<file path="config.mk">
export PLATFORM = sky130hd
export DESIGN_NAME = rv_decapsulator
export DESIGN_NICKNAME = d
export VERILOG_FILES = /design/src/rtl/rv_decapsulator_pkg.sv /design/src/rtl/rv_atb_byte_unpacker.sv /design/src/rtl/rv_decapsulator.sv
export SDC_FILE = /design/constraint.sdc
export NUM_CORES = 1
export LEC_CHECK = 0
export ABC_AREA = 1
export CAP_MARGIN = 5
export CORE_MARGIN = 5
export CORE_UTILIZATION = 65
export DETAILED_ROUTE_END_ITERATION = 8
export DONT_BUFFER_PORTS = 1
export PLACE_DENSITY = 0.91
export SLEW_MARGIN = 15
export SYNTH_ARGS = -nofsm -noshare
export SYNTH_HDL_FRONTEND = slang
export SYNTH_SLANG_ARGS = --single-unit
</file>
<file path="constraint.sdc">
create_clock -name clk_i -period 21.4 [get_ports clk_i]
set_clock_uncertainty 0.05 [all_clocks]
set_input_delay 4.28 -clock clk_i [delete_from_list [all_inputs] [get_ports clk_i]]
set_output_delay 4.28 -clock clk_i [all_outputs]
set_load 0.03 [all_outputs]
</file>
<file path="src/rtl/rv_decapsulator_pkg.sv">
// Shared encapsulation definitions: header field positions and parser states.
package rv_decapsulator_pkg;

    // Header byte layout
    localparam int unsigned HDR_LEN_LSB  = 0;
    localparam int unsigned HDR_LEN_MSB  = 4;
    localparam int unsigned HDR_TIME_BIT = 7;

    // Parser states
    typedef enum logic [2:0] {
        HDR,
        SKIP,
        TIME,
        PAY,
        OUT
    } parse_state_t;

    // Number of bytes in a timestamp field of the given width
    function automatic int unsigned t_bytes(input int unsigned t_len);
        return t_len / 8;
    endfunction

endpackage

</file>
<file path="src/rtl/rv_atb_byte_unpacker.sv">
// Single-entry ATB beat buffer that serialises an accepted beat into bytes.
module rv_atb_byte_unpacker #(
    parameter int unsigned DATA_LEN = 32
) (
    input  logic                        clk_i,
    input  logic                        rst_i,
    input  logic                        atvalid_i,
    output logic                        atready_o,
    input  logic [DATA_LEN-1:0]         atdata_i,
    input  logic [$clog2(DATA_LEN)-4:0] atbytes_i,
    input  logic [6:0]                  atid_i,
    output logic                        byte_valid,
    output logic [7:0]                  byte_data,
    output logic [6:0]                  byte_atid,
    input  logic                        byte_take
);

    localparam int unsigned BW = $clog2(DATA_LEN) - 3;

    logic                buf_valid;
    logic [DATA_LEN-1:0] buf_data;
    logic [BW-1:0]       buf_last;
    logic [BW-1:0]       rd_idx;
    logic [6:0]          buf_atid;
    logic                on_last;

    // A new beat may enter when the buffer is empty or its final byte leaves now
    assign on_last    = buf_valid && (rd_idx == buf_last);
    assign atready_o  = !buf_valid || (on_last && byte_take);
    assign byte_valid = buf_valid;
    assign byte_data  = 8'(buf_data >> {rd_idx, 3'b000});
    assign byte_atid  = buf_atid;

    // Beat load has priority over draining so the buffer refills without a gap
    always_ff @(posedge clk_i or posedge rst_i) begin
        if (rst_i) begin
            buf_valid <= 1'b0;
            buf_data  <= '0;
            buf_last  <= '0;
            rd_idx    <= '0;
            buf_atid  <= '0;
        end else if (atvalid_i && atready_o) begin
            buf_valid <= 1'b1;
            buf_data  <= atdata_i;
            buf_last  <= atbytes_i;
            rd_idx    <= '0;
            buf_atid  <= atid_i;
        end else if (byte_take && buf_valid) begin
            if (on_last) begin
                buf_valid <= 1'b0;
            end else begin
                rd_idx <= rd_idx + BW'(1);
            end
        end
    end

endmodule

</file>
<file path="src/rtl/rv_decapsulator.sv">
// ATB sink that parses encapsulated trace packets and presents them on a packet port.
module rv_decapsulator
    import rv_decapsulator_pkg::*;
#(
    parameter int unsigned DATA_LEN    = 32,
    parameter int unsigned T_LEN       = 64,
    parameter int unsigned PAYLOAD_LEN = 248
) (
    input  logic                        clk_i,
    input  logic                        rst_i,
    input  logic                        atvalid_i,
    output logic                        atready_o,
    input  logic [DATA_LEN-1:0]         atdata_i,
    input  logic [$clog2(DATA_LEN)-4:0] atbytes_i,
    input  logic [6:0]                  atid_i,
    output logic                        afvalid_o,
    input  logic                        afready_i,
    input  logic                        flush_i,
    output logic                        pkt_valid_o,
    input  logic                        pkt_ready_i,
    output logic [4:0]                  pkt_length_o,
    output logic [PAYLOAD_LEN-1:0]      pkt_payload_o,
    output logic                        pkt_notime_o,
    output logic [T_LEN-1:0]            pkt_timestamp_o,
    output logic [6:0]                  pkt_atid_o,
    output logic [15:0]                 pkt_count_o
);

    localparam int unsigned T_BYTES = t_bytes(T_LEN);

    logic         byte_valid;
    logic [7:0]   byte_data;
    logic [6:0]   byte_atid;
    logic         byte_take;

    parse_state_t state, state_nxt;
    logic [7:0]   cnt;
    logic [4:0]   hdr_len;
    logic         hdr_time;
    logic         time_last;
    logic         pay_last;

    rv_atb_byte_unpacker #(
        .DATA_LEN (DATA_LEN)
    ) u_unpacker (
        .clk_i      (clk_i),
        .rst_i      (rst_i),
        .atvalid_i  (atvalid_i),
        .atready_o  (atready_o),
        .atdata_i   (atdata_i),
        .atbytes_i  (atbytes_i),
        .atid_i     (atid_i),
        .byte_valid (byte_valid),
        .byte_data  (byte_data),
        .byte_atid  (byte_atid),
        .byte_take  (byte_take)
    );

    assign hdr_len     = byte_data[HDR_LEN_MSB:HDR_LEN_LSB];
    assign hdr_time    = byte_data[HDR_TIME_BIT];
    assign time_last   = (cnt == 8'(T_BYTES - 1));
    assign pay_last    = (cnt == ({3'b000, pkt_length_o} - 8'd1));
    assign byte_take   = byte_valid && (state != OUT);
    assign pkt_valid_o = (state == OUT);

    // Parser state register
    always_ff @(posedge clk_i or posedge rst_i) begin
        if (rst_i) begin
            state <= HDR;
        end else begin
            state <= state_nxt;
        end
    end

    // Next-state decode: one byte per cycle in every state except OUT
    always_comb begin
        state_nxt = state;
        case (state)
            HDR: begin
                if (byte_valid) begin
                    if (hdr_len == 5'd0) begin
                        state_nxt = hdr_time ? SKIP : HDR;
                    end else begin
                        state_nxt = hdr_time ? TIME : PAY;
                    end
                end
            end
            SKIP:    if (byte_valid && time_last) state_nxt = HDR;
            TIME:    if (byte_valid && time_last) state_nxt = PAY;
            PAY:     if (byte_valid && pay_last)  state_nxt = OUT;
            OUT:     if (pkt_ready_i)             state_nxt = HDR;
            default: state_nxt = HDR;
        endcase
    end

    // Field capture and packet counter; the packet registers are only reloaded
    // by headers that start a real packet, so discarded headers leave them as is
    always_ff @(posedge clk_i or posedge rst_i) begin
        if (rst_i) begin
            cnt             <= '0;
            pkt_length_o    <= '0;
            pkt_payload_o   <= '0;
            pkt_notime_o    <= 1'b0;
            pkt_timestamp_o <= '0;
            pkt_atid_o      <= '0;
            pkt_count_o     <= '0;
        end else begin
            case (state)
                HDR: begin
                    if (byte_valid) begin
                        cnt <= '0;
                        if (hdr_len != 5'd0) begin
                            pkt_length_o    <= hdr_len;
                            pkt_notime_o    <= !hdr_time;
                            pkt_atid_o      <= byte_atid;
                            pkt_payload_o   <= '0;
                            pkt_timestamp_o <= '0;
                        end
                    end
                end
                SKIP: begin
                    if (byte_valid) cnt <= time_last ? 8'd0 : cnt + 8'd1;
                end
                TIME: begin
                    if (byte_valid) begin
                        pkt_timestamp_o <= pkt_timestamp_o | (T_LEN'(byte_data) << {cnt, 3'b000});
                        cnt             <= time_last ? 8'd0 : cnt + 8'd1;
                    end
                end
                PAY: begin
                    if (byte_valid) begin
                        pkt_payload_o <= pkt_payload_o | (PAYLOAD_LEN'(byte_data) << {cnt, 3'b000});
                        cnt           <= cnt + 8'd1;
                    end
                end
                OUT: begin
                    if (pkt_ready_i) pkt_count_o <= pkt_count_o + 16'd1;
                end
                default: cnt <= '0;
            endcase
        end
    end

    // Flush request: set by a pulse, held until the source acknowledges
    always_ff @(posedge clk_i or posedge rst_i) begin
        if (rst_i) begin
            afvalid_o <= 1'b0;
        end else if (afvalid_o) begin
            afvalid_o <= !afready_i;
        end else begin
            afvalid_o <= flush_i;
        end
    end

endmodule

</file>
==> flow_summary.ini, run 1 <==
[outcome]
outcome = finished clean

[clock_tree]
cts.repair.resized = 0
cts_buffers = 42
post_cts_buffers = 0
path_clk_slew_ns = 0.07
clock-sinks = 397
cts-root-buf = clkbuf_16
hold_buffers = 0
clockBufferDepth = 3
cts_tree = done
h-tree-depth = 2
worstSkewPairLatency_ns = 0.55

[final_layout]
layout_commonest_cell = nand2_1
fillers = 2446
mostFrequentLayoutCells = nand2_1, nand3_1, dfrtp_1, inv_1, nand4_1
seqCellArea_mm2 = 0.00994
nets = 2740
n_antenna_cell = 0
final_layout_size_suffix_gt1_frac = 0.0438
area_delta_synth_final_pct = 5.58
multi_input_area_mm2 = 0.00861

[setup_path]
arrival_ns = 2.52
crit_family = flip-flops
worst_setup_path_end_kind = output port
cpMaxStageDelayCell = dfrtp_1
critPathKind = flop to output port
cp-start-kind = flop
slowest_delay_ns = 0.85
critical_path_buf_inv_count = 2
crit_path_max_fanout = 25
cp.required_ns = 17.07
path_cells = inv_2, nand2_1, nand4_1, nand2_1, nand2_1, inv_1
critPathMostFrequentCell = nand2_1

[logic_synthesis]
synthCells = 2822
yosysTopAreaCell = dfrtp_1
yosysSeqAreaShare = 0.477
synth_area_mm2 = 0.0208
syn_area_per_cell_um2 = 7.38
synth.area.top_cells = dfrtp_1, nand2_1, nand3_1
ys_ff_latch = 397
yosysWarnings = 0
synth_top_area_frac = 0.477
netlist-cell-type-count = 33
syn_nets = 2872

[timing]
setup_violations = 0
maxSlewHeadroom = 0.221
fin_hold_ws_ns = 0.421
hold_violations = 0
grt_setup_unrepaired = no
setup_tns_ns = 0
fmax_ghz = 0.146
maxSlewViolCount = 0
min_period_ns = 6.85
fin_crit_sh = 0.320
tightest_slew_ns = 1.16

[detailed_routing]
routed_wl_um = 67800
ant_nets = 0
drc = 0
vias_per_cell = 6.28
first_pass_iters = 6
wl_per_cell_um = 21.7
vias = 19611
drt_iter0_drc = 2566

[die]
rows = 65
initial_core_util = 0.660
die_h_um = 189
core_mm2 = 0.0316
dieArea_mm2 = 0.0357
io_pins = 391
die_x_um = 189

[global_routing]
grt_usage = 0.370
gr-total-overflow = 0
first_global_vias = 18706
grt_max_degree = 181
antenna_found_initial = 0
grt_pass1_wl_um = 106000

[placed_design]
gp_congestion = 0.909
hpwl_um = 43100
port_buffers = 0

[power_and_ir_drop]
powerDensity_mw_per_mm2 = 135
p_leak_nw = 11.6
ir_worst_vdd_mv = 0.176

[run]
cap_violations = 0

[hold_path]
min_path_type = flop to flop
sequential cells by signal, summed over array words and instances, names as in the netlist:
signal                 flops
afvalid_o                  1
cnt                        8
pkt_atid_o                 7
pkt_count_o               16
pkt_length_o               5
pkt_notime_o               1
pkt_payload_o            248
pkt_timestamp_o           64
state                      3
u_unpacker.buf_data       32
u_unpacker.buf_last        2
u_unpacker.byte_atid       7
u_unpacker.byte_valid      1
u_unpacker.rd_idx          2
synthesized netlist by cell type:
master / instances
a21oi_1: 83
buf_1: 41
buf_2: 37
nor3_1: 35
nor3b_1: 2
nor2_4: 1
xor2_1: 12
xnor2_1: 9
nor2_2: 9
a31oi_1: 1
nor2_1: 135
xnor3_1: 1
nand3b_1: 1
ha_1: 3
dfrtp_1: 397
o21ai_1: 4
nand4_1: 147
clkbuf_1: 80
buf_4: 18
o21a_1: 2
inv_2: 8
nand2_1: 915
nand3_4: 1
o21bai_1: 34
o22ai_1: 2
buf_6: 22
nor4_1: 2
nand2_2: 8
o21ai_4: 1
nand3_1: 432
inv_1: 331
clkinv_1: 6
o21ai_0: 42
per-layer routing:
layer,share of wire,vias up,GRT usage,wire (µm)
met5,0,-,0,0
met1,0.36,9273,0.474,24200
met2,0.43,1340,0.555,29400
met4,0.064,0,0.179,4320
met3,0.15,277,0.143,9930
li1,-,8721,-,-
tightest hold or removal path, stage by stage (launching register included):
cell and delay (ns):
dfrtp_1 0.34, nand2_1 0.05, nand2_1 0.05
cells by family after synthesis:
group / synth area share
DFF: 0.477
xor gates and xnor gates: 0.00992
buffers and inverters: 0.111
adders and majority gates: 0.00180
and+or+nand+nor: 0.354
AOI/OAI and AO/OA: 0.0457
power breakdown:
group	internal (mW)	switching [mW]	total, mW
clock	0.452	0.302	0.754
sequential	0.845	0.204	1.05
combinational	0.211	0.949	1.16
final timing paths:
kind                                                      from                             endpoint  slack [ns]  cells past startpoint
min in group asynchronous                                rst_i       pkt_timestamp_o[4]$_DFFE_PP0P_        3.71                      1
max in group asynchronous                                rst_i                   cnt[4]$_DFFE_PP0P_       15.07                      3
max                           u_unpacker.rd_idx[0]$_DFFE_PP0P_                            atready_o       14.55                      6
min reg2reg                u_unpacker.buf_data[10]$_DFFE_PP0P_  u_unpacker.buf_data[10]$_DFFE_PP0P_        0.42                      2
min                        u_unpacker.buf_data[10]$_DFFE_PP0P_  u_unpacker.buf_data[10]$_DFFE_PP0P_        0.42                      2
max reg2reg                   u_unpacker.rd_idx[0]$_DFFE_PP0P_       pkt_payload_o[148]$_DFFE_PP0P_       16.23                     13
area by class of cell:
class,instances,share of cell area
Clock buffer,64,0.0571
Multi-Input combinational cell,1882,0.392
Tap cell,402,0.0229
Timing Repair Buffer,22,0.00900
Inverter,345,0.0601
Clock inverter,10,0.00712
Sequential cell,397,0.452
through the flow:
| stage | worst slack [ns] | power (mW) | std cells | area [µm²] | utilization |
|---|---|---|---|---|---|
| global route | 14.35 | 3.10 | 3122 | 22000 | 0.696 |
| floorplan | 6.03 | 1.94 | 2822 | 20800 | - |
| finish | 14.55 | 2.96 | 3122 | 22000 | 0.696 |
| CTS | 14.57 | 2.93 | 3121 | 21900 | 0.695 |
| global placement | 14.39 | 2.15 | 3047 | 20500 | 0.651 |
| detailed placement | 14.36 | 2.18 | 3047 | 20500 | 0.651 |
Power figures use the tool's default switching activity.
==> inputs of run 2 (changes only) <==
--- a/config.mk
+++ b/config.mk
@@ -8,10 +8,10 @@
 export ABC_AREA = 1
 export CAP_MARGIN = 5
 export CORE_MARGIN = 5
-export CORE_UTILIZATION = 65
+export CORE_UTILIZATION = 58
 export DETAILED_ROUTE_END_ITERATION = 8
 export DONT_BUFFER_PORTS = 1
-export PLACE_DENSITY = 0.91
+export PLACE_DENSITY = 0.86
 export SLEW_MARGIN = 15
 export SYNTH_ARGS = -nofsm -noshare
 export SYNTH_HDL_FRONTEND = slang
==> constraint.sdc (replaced) <==
create_clock -name clk_i -period 5.75 [get_ports clk_i]
set_clock_uncertainty 0.05 [all_clocks]
set_input_delay 1.15 -clock clk_i [delete_from_list [all_inputs] [get_ports clk_i]]
set_output_delay 1.15 -clock clk_i [all_outputs]
set_load 0.03 [all_outputs]
==> run 2 against run 1 <==
Effect of this change: cell area grew 0.38%; critical path depth grew 6; total power grew to 3.7 times the previous value; sequential share of layout area shrank 0.17 points; cell count grew 2.1%.
==> flow_summary.ini, run 2 (synthesis results as in run 1) <==
[timing]
fin_crit_sh = 0.807
fmax_ghz = 0.216
maxSlewViolCount = 0
fin_hold_ws_ns = 0.425
setup_violations = 0
hold_violations = 0
grt_setup_unrepaired = no
maxSlewHeadroom = 0.154
min_period_ns = 4.64
setup_tns_ns = 0
tightest_slew_ns = 1.26
fin_ws_ns = 1.11

[global_routing]
first_global_vias = 17777
grt_pass1_wl_um = 102000
grt_max_degree = 187
grt_usage = 0.325
antenna_found_initial = 0
gr-total-overflow = 0

[final_layout]
layout_commonest_cell = nand2_1
final_layout_size_suffix_gt1_frac = 0.0469
fin_area_mm2 = 0.0221
n_antenna_cell = 0
area_delta_synth_final_pct = 5.98
stdcell_count = 3188
reg_top3 = pkt_payload_o x248, pkt_timestamp_o x64, u_unpacker.buf_data x32
utilization = 0.622
largest_reg_flops = 248
nets = 2744
top_register = pkt_payload_o
mostFrequentLayoutCells = nand2_1, nand3_1, dfrtp_1, inv_1, nand4_1

[die]
io_pins = 391
die_h_um = 199
core_mm2 = 0.0355
rows = 69
dieArea_mm2 = 0.0398
initial_core_util = 0.587
die_x_um = 199

[setup_path]
slowest_delay_ns = 0.74
arrival_ns = 5.08
worst_setup_path_end_kind = flop
critical_path_buf_inv_count = 3
critPathMostFrequentCell = nand2_1
cp.required_ns = 6.19
critPathKind = flop to flop
crit_path_max_fanout = 89
cp-start-kind = flop
cpMaxStageDelayCell = inv_6
crit_family = simple AND/OR/NAND/NOR gates
path_cells = inv_2, nand2_1, nand3_1, nand2_1, nand3_4, nor2_4, nand2_2, nand2_8, inv_6, buf_4, nand3_1, nand2_1

[placed_design]
post-place-cells = 3109
gp_congestion = 0.906
port_buffers = 0
hpwl_um = 44200
place_area_mm2 = 0.0206
pre_cts_ws_ns = 1.24

[power_and_ir_drop]
power_mw = 10.9
p_leak_nw = 11.6
ir_worst_vdd_mv = 0.425
powerDensity_mw_per_mm2 = 495

[clock_tree]
cts_buffers = 43
path_clk_slew_ns = 0.06
hold_buffers = 0
cts-root-buf = clkbuf_16
worstSkewPairLatency_ns = 0.58
cts.repair.resized = 0
cts_tree = done
h-tree-depth = 2
post_cts_buffers = 0
clock-sinks = 397
clockBufferDepth = 3

[detailed_routing]
drc = 0
drt_iter0_drc = 2234
routed_wl_um = 67200
vias = 19233
ant_nets = 0
first_pass_iters = 9
vias_per_cell = 6.03
wl_per_cell_um = 21.1

[run]
cap_violations = 0

[outcome]
outcome = finished clean

[hold_path]
min_path_type = flop to flop
==> run 2: power by group <==
group	switching, mW	leakage [nW]	internal [mW]
Sequential	0.696	5.41	3.14
Clock	1.16	0.691	1.58
Combinational	3.52	5.48	0.816
==> run 2: path summary, 6_finish.rpt <==
path / from / end / slack, ns / cells past startpoint
setup / recovery: u_unpacker.rd_idx[0]$_DFFE_PP0P_ / pkt_payload_o[28]$_DFFE_PP0P_ / 1.11 / 12
hold / removal: u_unpacker.byte_atid[1]$_DFFE_PP0P_ / u_unpacker.byte_atid[1]$_DFFE_PP0P_ / 0.42 / 2
setup reg to reg: u_unpacker.rd_idx[0]$_DFFE_PP0P_ / pkt_payload_o[28]$_DFFE_PP0P_ / 1.11 / 12
hold reg to reg: u_unpacker.byte_atid[1]$_DFFE_PP0P_ / u_unpacker.byte_atid[1]$_DFFE_PP0P_ / 0.42 / 2
max in group asynchronous: rst_i / cnt[4]$_DFFE_PP0P_ / 3.91 / 2
min in group asynchronous: rst_i / pkt_payload_o[200]$_DFFE_PP0P_ / 0.62 / 2
==> run 2: layout make-up <==
| type | count | area (µm²) |
|---|---|---|
| Timing Repair Buffer | 25 | 245 |
| Clock inverter | 18 | 163 |
| Sequential cell | 397 | 9940 |
| Clock buffer | 60 | 1220 |
| Multi-Input combinational cell | 1882 | 8610 |
| Fill cell | 2946 | 13400 |
| Inverter | 345 | 1310 |
| Tap cell | 461 | 577 |
==> run 2: layer usage <==
layer  vias to the layer above  routed length [µm]  GRT usage
met1                      9067               24800      0.418
met3                       220                9040      0.120
met4                         0                3630      0.154
met5                         -                   0          0
met2                      1190               29700      0.489
li1                       8756                   -          -
==> run 2: tightest hold or removal path, delay by kind of cell, from the launching register on <==
family           cells  cell delay, ns
AND/OR/NAND/NOR      2            0.10
flip-flops           1            0.34
